File: src/rtl/alu_pkg.sv
// Shared opcode definitions and helpers for the pipelined ALU slice.
package alu_pkg;

  typedef enum logic [2:0] {
    OP_ADD  = 3'b000,
    OP_SUB  = 3'b001,
    OP_ADDC = 3'b010,
    OP_SUBC = 3'b011,
    OP_AND  = 3'b100,
    OP_OR   = 3'b101,
    OP_XOR  = 3'b110,
    OP_PASS = 3'b111
  } op_e;

  function automatic logic is_add_op(op_e op);
    return (op == OP_ADD) || (op == OP_ADDC);
  endfunction

endpackage

File: src/rtl/pipelined_alu_if.sv
// Operand/result stream bundle for pipelined_alu: valid/ready on both sides.
interface pipelined_alu_if
  import alu_pkg::*;
#(
  parameter int unsigned WIDTH = 8
);
  logic             in_valid;
  logic             in_ready;
  op_e              op;
  logic             sat_en;
  logic [WIDTH-1:0] in1;
  logic [WIDTH-1:0] in2;
  logic             out_valid;
  logic             out_ready;
  logic [WIDTH-1:0] out;
  logic             carry;
  logic             zero;
  logic             sat;

  modport master (
    output in_valid, op, sat_en, in1, in2, out_ready,
    input  in_ready, out_valid, out, carry, zero, sat
  );

  modport slave (
    input  in_valid, op, sat_en, in1, in2, out_ready,
    output in_ready, out_valid, out, carry, zero, sat
  );
endinterface

File: src/rtl/alu_core.sv
// Combinational ALU datapath: WIDTH+1 bit arithmetic with optional saturation.
module alu_core
  import alu_pkg::*;
#(
  parameter int unsigned      WIDTH = 8,
  parameter logic [WIDTH-1:0] CONST = WIDTH'('hAA)
) (
  input  logic [WIDTH-1:0] a,
  input  logic [WIDTH-1:0] b,
  input  op_e              op,
  input  logic             sat_en,
  output logic [WIDTH-1:0] res,
  output logic             carry,
  output logic             zero,
  output logic             sat
);
  logic [WIDTH:0] wide;

  always_comb begin
    wide = '0;
    case (op)
      OP_ADD:  wide = {1'b0, a} + {1'b0, b};
      OP_SUB:  wide = {1'b0, a} - {1'b0, b};
      OP_ADDC: wide = {1'b0, a} + {1'b0, CONST};
      OP_SUBC: wide = {1'b0, b} - {1'b0, CONST};
      OP_AND:  wide = {1'b0, a & b};
      OP_OR:   wide = {1'b0, a | b};
      OP_XOR:  wide = {1'b0, a ^ b};
      default: wide = {1'b0, a};
    endcase
  end

  // Bit WIDTH is carry for adds and borrow for subtracts; logic ops leave it 0.
  always_comb begin
    carry = wide[WIDTH];
    res   = wide[WIDTH-1:0];
    sat   = 1'b0;
    if (sat_en && carry) begin
      sat = 1'b1;
      res = is_add_op(op) ? '1 : '0;
    end
    zero = (res == '0);
  end
endmodule

File: src/rtl/pipelined_alu.sv
// Two-stage elastic ALU pipeline: operand register stage, then result/flag stage.
module pipelined_alu
  import alu_pkg::*;
#(
  parameter int unsigned      WIDTH = 8,
  parameter logic [WIDTH-1:0] CONST = WIDTH'('hAA)
) (
  input logic            clk,
  input logic            rst,
  pipelined_alu_if.slave bus
);
  logic             s1_valid, s2_valid;
  logic             s1_adv, s2_adv;
  logic [WIDTH-1:0] s1_a, s1_b;
  op_e              s1_op;
  logic             s1_sat;
  logic [WIDTH-1:0] core_res;
  logic             core_carry, core_zero, core_sat;
  logic [WIDTH-1:0] s2_out;
  logic             s2_carry, s2_zero, s2_sat;

  assign s2_adv       = !s2_valid || bus.out_ready;
  assign s1_adv       = !s1_valid || s2_adv;
  assign bus.in_ready = s1_adv;

  always_ff @(posedge clk) begin
    if (rst) begin
      s1_valid <= 1'b0;
      s1_a     <= '0;
      s1_b     <= '0;
      s1_op    <= OP_ADD;
      s1_sat   <= 1'b0;
    end else if (s1_adv) begin
      s1_valid <= bus.in_valid;
      if (bus.in_valid) begin
        s1_a   <= bus.in1;
        s1_b   <= bus.in2;
        s1_op  <= bus.op;
        s1_sat <= bus.sat_en;
      end
    end
  end

  alu_core #(
    .WIDTH (WIDTH),
    .CONST (CONST)
  ) u_core (
    .a      (s1_a),
    .b      (s1_b),
    .op     (s1_op),
    .sat_en (s1_sat),
    .res    (core_res),
    .carry  (core_carry),
    .zero   (core_zero),
    .sat    (core_sat)
  );

  // Result registers only load on a real beat so idle outputs keep the last result.
  always_ff @(posedge clk) begin
    if (rst) begin
      s2_valid <= 1'b0;
      s2_out   <= '0;
      s2_carry <= 1'b0;
      s2_zero  <= 1'b0;
      s2_sat   <= 1'b0;
    end else if (s2_adv) begin
      s2_valid <= s1_valid;
      if (s1_valid) begin
        s2_out   <= core_res;
        s2_carry <= core_carry;
        s2_zero  <= core_zero;
        s2_sat   <= core_sat;
      end
    end
  end

  assign bus.out_valid = s2_valid;
  assign bus.out       = s2_out;
  assign bus.carry     = s2_carry;
  assign bus.zero      = s2_zero;
  assign bus.sat       = s2_sat;
endmodule

File: src/flat_wrapper.sv
// flat-port wrapper written by rule: the top's interface ports become plain ports
module pipelined_alu_flat import alu_pkg::*;
#(
  parameter int unsigned      WIDTH = 8,
  parameter logic [WIDTH-1:0] CONST = WIDTH'('hAA)
)
  (clk, rst, bus_in_valid, bus_op, bus_sat_en, bus_in1, bus_in2, bus_out_ready, bus_in_ready, bus_out_valid, bus_out, bus_carry, bus_zero, bus_sat);
  pipelined_alu_if #(.WIDTH(WIDTH)) bus_i ();
  input logic clk;
  input logic rst;
  input wire logic [$bits(bus_i.in_valid)-1:0] bus_in_valid;
  input wire logic [$bits(bus_i.op)-1:0] bus_op;
  input wire logic [$bits(bus_i.sat_en)-1:0] bus_sat_en;
  input wire logic [$bits(bus_i.in1)-1:0] bus_in1;
  input wire logic [$bits(bus_i.in2)-1:0] bus_in2;
  input wire logic [$bits(bus_i.out_ready)-1:0] bus_out_ready;
  output wire logic [$bits(bus_i.in_ready)-1:0] bus_in_ready;
  output wire logic [$bits(bus_i.out_valid)-1:0] bus_out_valid;
  output wire logic [$bits(bus_i.out)-1:0] bus_out;
  output wire logic [$bits(bus_i.carry)-1:0] bus_carry;
  output wire logic [$bits(bus_i.zero)-1:0] bus_zero;
  output wire logic [$bits(bus_i.sat)-1:0] bus_sat;
  assign bus_i.in_valid = bus_in_valid;
  assign bus_i.op = bus_op;
  assign bus_i.sat_en = bus_sat_en;
  assign bus_i.in1 = bus_in1;
  assign bus_i.in2 = bus_in2;
  assign bus_i.out_ready = bus_out_ready;
  assign bus_in_ready = bus_i.in_ready;
  assign bus_out_valid = bus_i.out_valid;
  assign bus_out = bus_i.out;
  assign bus_carry = bus_i.carry;
  assign bus_zero = bus_i.zero;
  assign bus_sat = bus_i.sat;
  pipelined_alu #(.WIDTH(WIDTH), .CONST(CONST)) u_core (.clk(clk), .rst(rst), .bus(bus_i));
endmodule
File: config.mk
export PLATFORM = sky130hd
export DESIGN_NAME = pipelined_alu_flat
export DESIGN_NICKNAME = d
export VERILOG_FILES = /design/src/rtl/alu_pkg.sv /design/src/rtl/pipelined_alu_if.sv /design/src/rtl/alu_core.sv /design/src/rtl/pipelined_alu.sv /design/src/flat_wrapper.sv
export SDC_FILE = /design/constraint.sdc
export NUM_CORES = 1
export LEC_CHECK = 0
export CORE_MARGIN = 3
export CORE_UTILIZATION = 30
export CTS_CLUSTER_SIZE = 25
export DETAILED_ROUTE_END_ITERATION = 10
export GPL_TIMING_DRIVEN = 0
export PLACE_DENSITY = 0.52
export SETUP_SLACK_MARGIN = 0.15
export SKIP_CTS_REPAIR_TIMING = 1
export SLEW_MARGIN = 25
export SYNTH_ARGS = -nofsm -noshare
export SYNTH_HDL_FRONTEND = slang
export SYNTH_SLANG_ARGS = --single-unit
File: constraint.sdc
create_clock -name clk -period 10.05 [get_ports clk]
set_input_delay 2.01 -clock clk [delete_from_list [all_inputs] [get_ports clk]]
set_output_delay 2.01 -clock clk [all_outputs]
set_load 0.1 [all_outputs]
==> qor.yml <==
clock_tree:
  cts_tree: "built"
  clk_latency_ns: 0.29
  clkTransAtPathRegs_ns: 0.07
  clock_path_buffers: 2
  root_buffer: "clkbuf_8"
  h-tree-depth: 2
  cts_buffers: 5
  cts.sinks: 33
timing:
  min_period_over_period: 0.577
  drv_slew: 0
  setup_ws_ns: 4.25
  holdWs_ns: 0.483
  min_period_ns: 5.80
  timing_worst_slew_pin_value_ns: 0.970
  max_freq_mhz: 172
  rsz0062_at_grt: "no"
  fin_skew_ns: 0.00307
  setup-violations-final: 0
  relSlewSlack: 0.351
  fin_setup_tns_ns: 0
  hold_violations: 0
pwr:
  combPwrFrac: 0.429
  power.internal_mw: 0.261
  fin_total_pwr_mw: 0.436
  ir_drop_mv: 0.0450
  swShare: 0.402
  p_leak_nw: 1.31
  power_density_mw_per_mm2: 129
  pwr-share-seq: 0.341
  clkPwrFrac: 0.230
  switching_power_mw: 0.175
outcome:
  status: "completed"
critical_path:
  cp-end-kind: "output port"
  crit_slowest_cell: "clkdlybuf4s50_1"
  r2r_cells: 14
  cp.required_ns: 8.04
  critPathTopFamily: "buffers and inverters"
  regToRegSetupSlack_ns: 5.81
  worst_path_most_repeated_cell: "clkdlybuf4s50_1"
  reg2reg_from: "u_core.s1_op[0]$_SDFFE_PP0P_"
  worstPathCellList: "clkdlybuf4s50_1 -> nor2b_1 -> nand2_1 -> clkdlybuf4s50_1"
  cpPeakStageDelay_ns: 1.14
  r2r-end: "u_core.bus.out[3]$_SDFFE_PP0P_"
  path_class: "in2out"
  cp-start-kind: "input port"
  worst_ep_arrival_time_ns: 3.79
  worstPathMaxFanout: 5
  cp_num_buf_inv: 2
logic_synthesis:
  avgSynthCellArea_um2: 7.61
  synth.top_cell.area_share: 0.236
  synth-main-ff-cell: "dfxtp_1"
  synth_edf_count: 0
  synth-async-reset-ratio: 0
  synth_cell_type_count: 62
  postSynthCellCount: 368
  synth_area_leaders: "dfxtp_1 (24%), ha_1 (13%), nand2_1 (7.5%)"
  yosys_warnings: 0
  seq_area_frac_synth: 0.236
  synth_top_area_cell: "dfxtp_1"
  synth_fp_nets: 421
  ys_ff_latch: 33
  netlist_area_mm2: 0.00280
grt:
  grt-ovfl-total: 0
  grt_pass1_wl_mm: 12.9
  track_usage: 0.156
  antenna_found_initial: 0
  grt_pass1_vias: 2573
  grt_max_degree: 12
hold_path:
  hold_end: "u_core.bus.out[0]$_SDFFE_PP0P_"
  min_path_type: "reg2reg"
  min_from: "u_core.bus.out[0]$_SDFFE_PP0P_"
  min_path_cells: 2
final_layout:
  design_area_mm2: 0.00337
  drive_above_1_share: 0.0827
  regArea_um2: 661
  fin_util: 0.379
  area_growth_syn_to_layout_pct: 20.4
  fin_nets: 463
  nFillCells: 932
  final_cells: 519
  multi_input_area_mm2: 0.00194
  diodes: 0
detailed_routing:
  drc_errors: 0
  firstDrtPassIters: 4
  wl_per_cell_um: 14.8
  routed_via_density: 5.10
  drt_first_iter_violations: 180
  drt-total-wl_mm: 7.70
  ant_nets: 0
  vias: 2647
placed_design:
  place_area_mm2: 0.00328
  gp_congestion: 0.897
  pre_cts_ws_ns: 4.25
  io_buffers: 35
  placedCellCount: 511
  place.detailed.hpwl_mm: 6.28
die:
  rows: 34
  fp.coreArea_mm2: 0.00889
  ios: 37
  die_h_um: 103
  die_w_um: 103
  dieArea_mm2: 0.0105
  initial_core_util: 0.315
job:
  maxCapViolCount: 0
placed cells by master, fill, tap and decap left out, drive strengths merged, types with 3 or more instances in the layout:
cell type / count
inv: 21
nor2: 37
o21ai: 9
clkbuf: 19
or2: 3
and2: 3
a31oi: 5
dfxtp: 33
a211oi: 10
nand2b: 3
ha: 28
xnor2: 13
nor2b: 8
xor2: 4
nand2: 56
and3: 3
a21o: 4
clkdlybuf4s50: 35
nor3: 11
o211ai: 4
o22ai: 6
mux2i: 4
a21oi: 42
buf: 10
or3: 3
layer usage:
metal / vias to the layer above / part of all wire / track usage / wire (µm)
li1: 1366 / - / - / -
met1: 1198 / 0.47 / 0.209 / 3650
met2: 65 / 0.44 / 0.241 / 3430
met3: 18 / 0.040 / 0.0250 / 310
met4: 0 / 0.041 / 0.0838 / 317
met5: - / 0 / 0 / 0
worst max-delay path by stage:
stage                        startpoint            to  slack, ns  depth (start not counted)
after floorplan           bus_out_ready  bus_in_ready       5.22                          2
after global placement    bus_out_ready  bus_in_ready       4.24                          4
after detailed placement  bus_out_ready  bus_in_ready       4.25                          4
after CTS                 bus_out_ready  bus_in_ready       4.24                          4
after global routing      bus_out_ready  bus_in_ready       4.12                          4
final                     bus_out_ready  bus_in_ready       4.25                          4
cell usage after synthesis, drive strengths merged, types with 2 or more instances:
library cell / n
o211ai: 4
mux2i: 4
dfxtp: 33
nand2b: 3
a31oi: 5
clkbuf: 14
o21ai: 9
a21oi: 42
nor2: 37
mux2: 2
inv: 21
mux4: 2
o221a: 2
nor3: 11
and2: 3
nand3b: 2
nor2b: 8
a211o: 2
a211oi: 10
a21o: 4
o22ai: 6
xnor2: 13
and3: 3
buf: 10
or3: 3
nand2: 56
a41oi: 2
o2111ai: 2
a21bo: 2
nor3b: 2
xor2: 4
nand3: 2
nor4: 2
ha: 28
o2bb2ai: 2
or2: 3
power groups by stage:
stage | clock, mW | sequential, mW | combinational (mW)
after floorplan | 0 | 0.174 | 0.114
after global placement | 0 | 0.152 | 0.185
after detailed placement | 0 | 0.152 | 0.186
after CTS | 0.104 | 0.149 | 0.188
after global routing | 0.109 | 0.150 | 0.206
final | 0.100 | 0.149 | 0.187
kinds of logic after synthesis:
kind of cell / count (synthesis) / share of synthesized area
AND/OR/NAND/NOR: 138 / 0.234
AO/OA/AOI/OAI: 98 / 0.235
buffers and inverters: 45 / 0.0715
flip-flops: 33 / 0.236
adder cells (fa/ha/maj): 29 / 0.132
XOR/XNOR: 17 / 0.0532
multiplexers: 8 / 0.0384
cell type report:
cell class              count  area share
plain buffers              24      0.0360
clock buffers               5      0.0204
clock inverters             3     0.00520
inverters                  21      0.0234
multi-input cells         290       0.575
flip-flops and latches     33       0.196
well taps                 108      0.0401
repair buffers             35       0.104
sequential cells by signal, summed over array words and instances, names as in the netlist:
register,cells
u_core.bus.carry,1
u_core.bus.out,8
u_core.bus.out_valid,1
u_core.bus.sat,1
u_core.bus.zero,1
u_core.s1_a,8
u_core.s1_b,8
u_core.s1_op,3
u_core.s1_sat,1
u_core.s1_valid,1
worst min-delay path: stages (launching register included):
cell     delay (ns)
dfxtp_1        0.32
nand2_1        0.07
a21oi_2        0.05
Power figures use the tool's default switching activity.
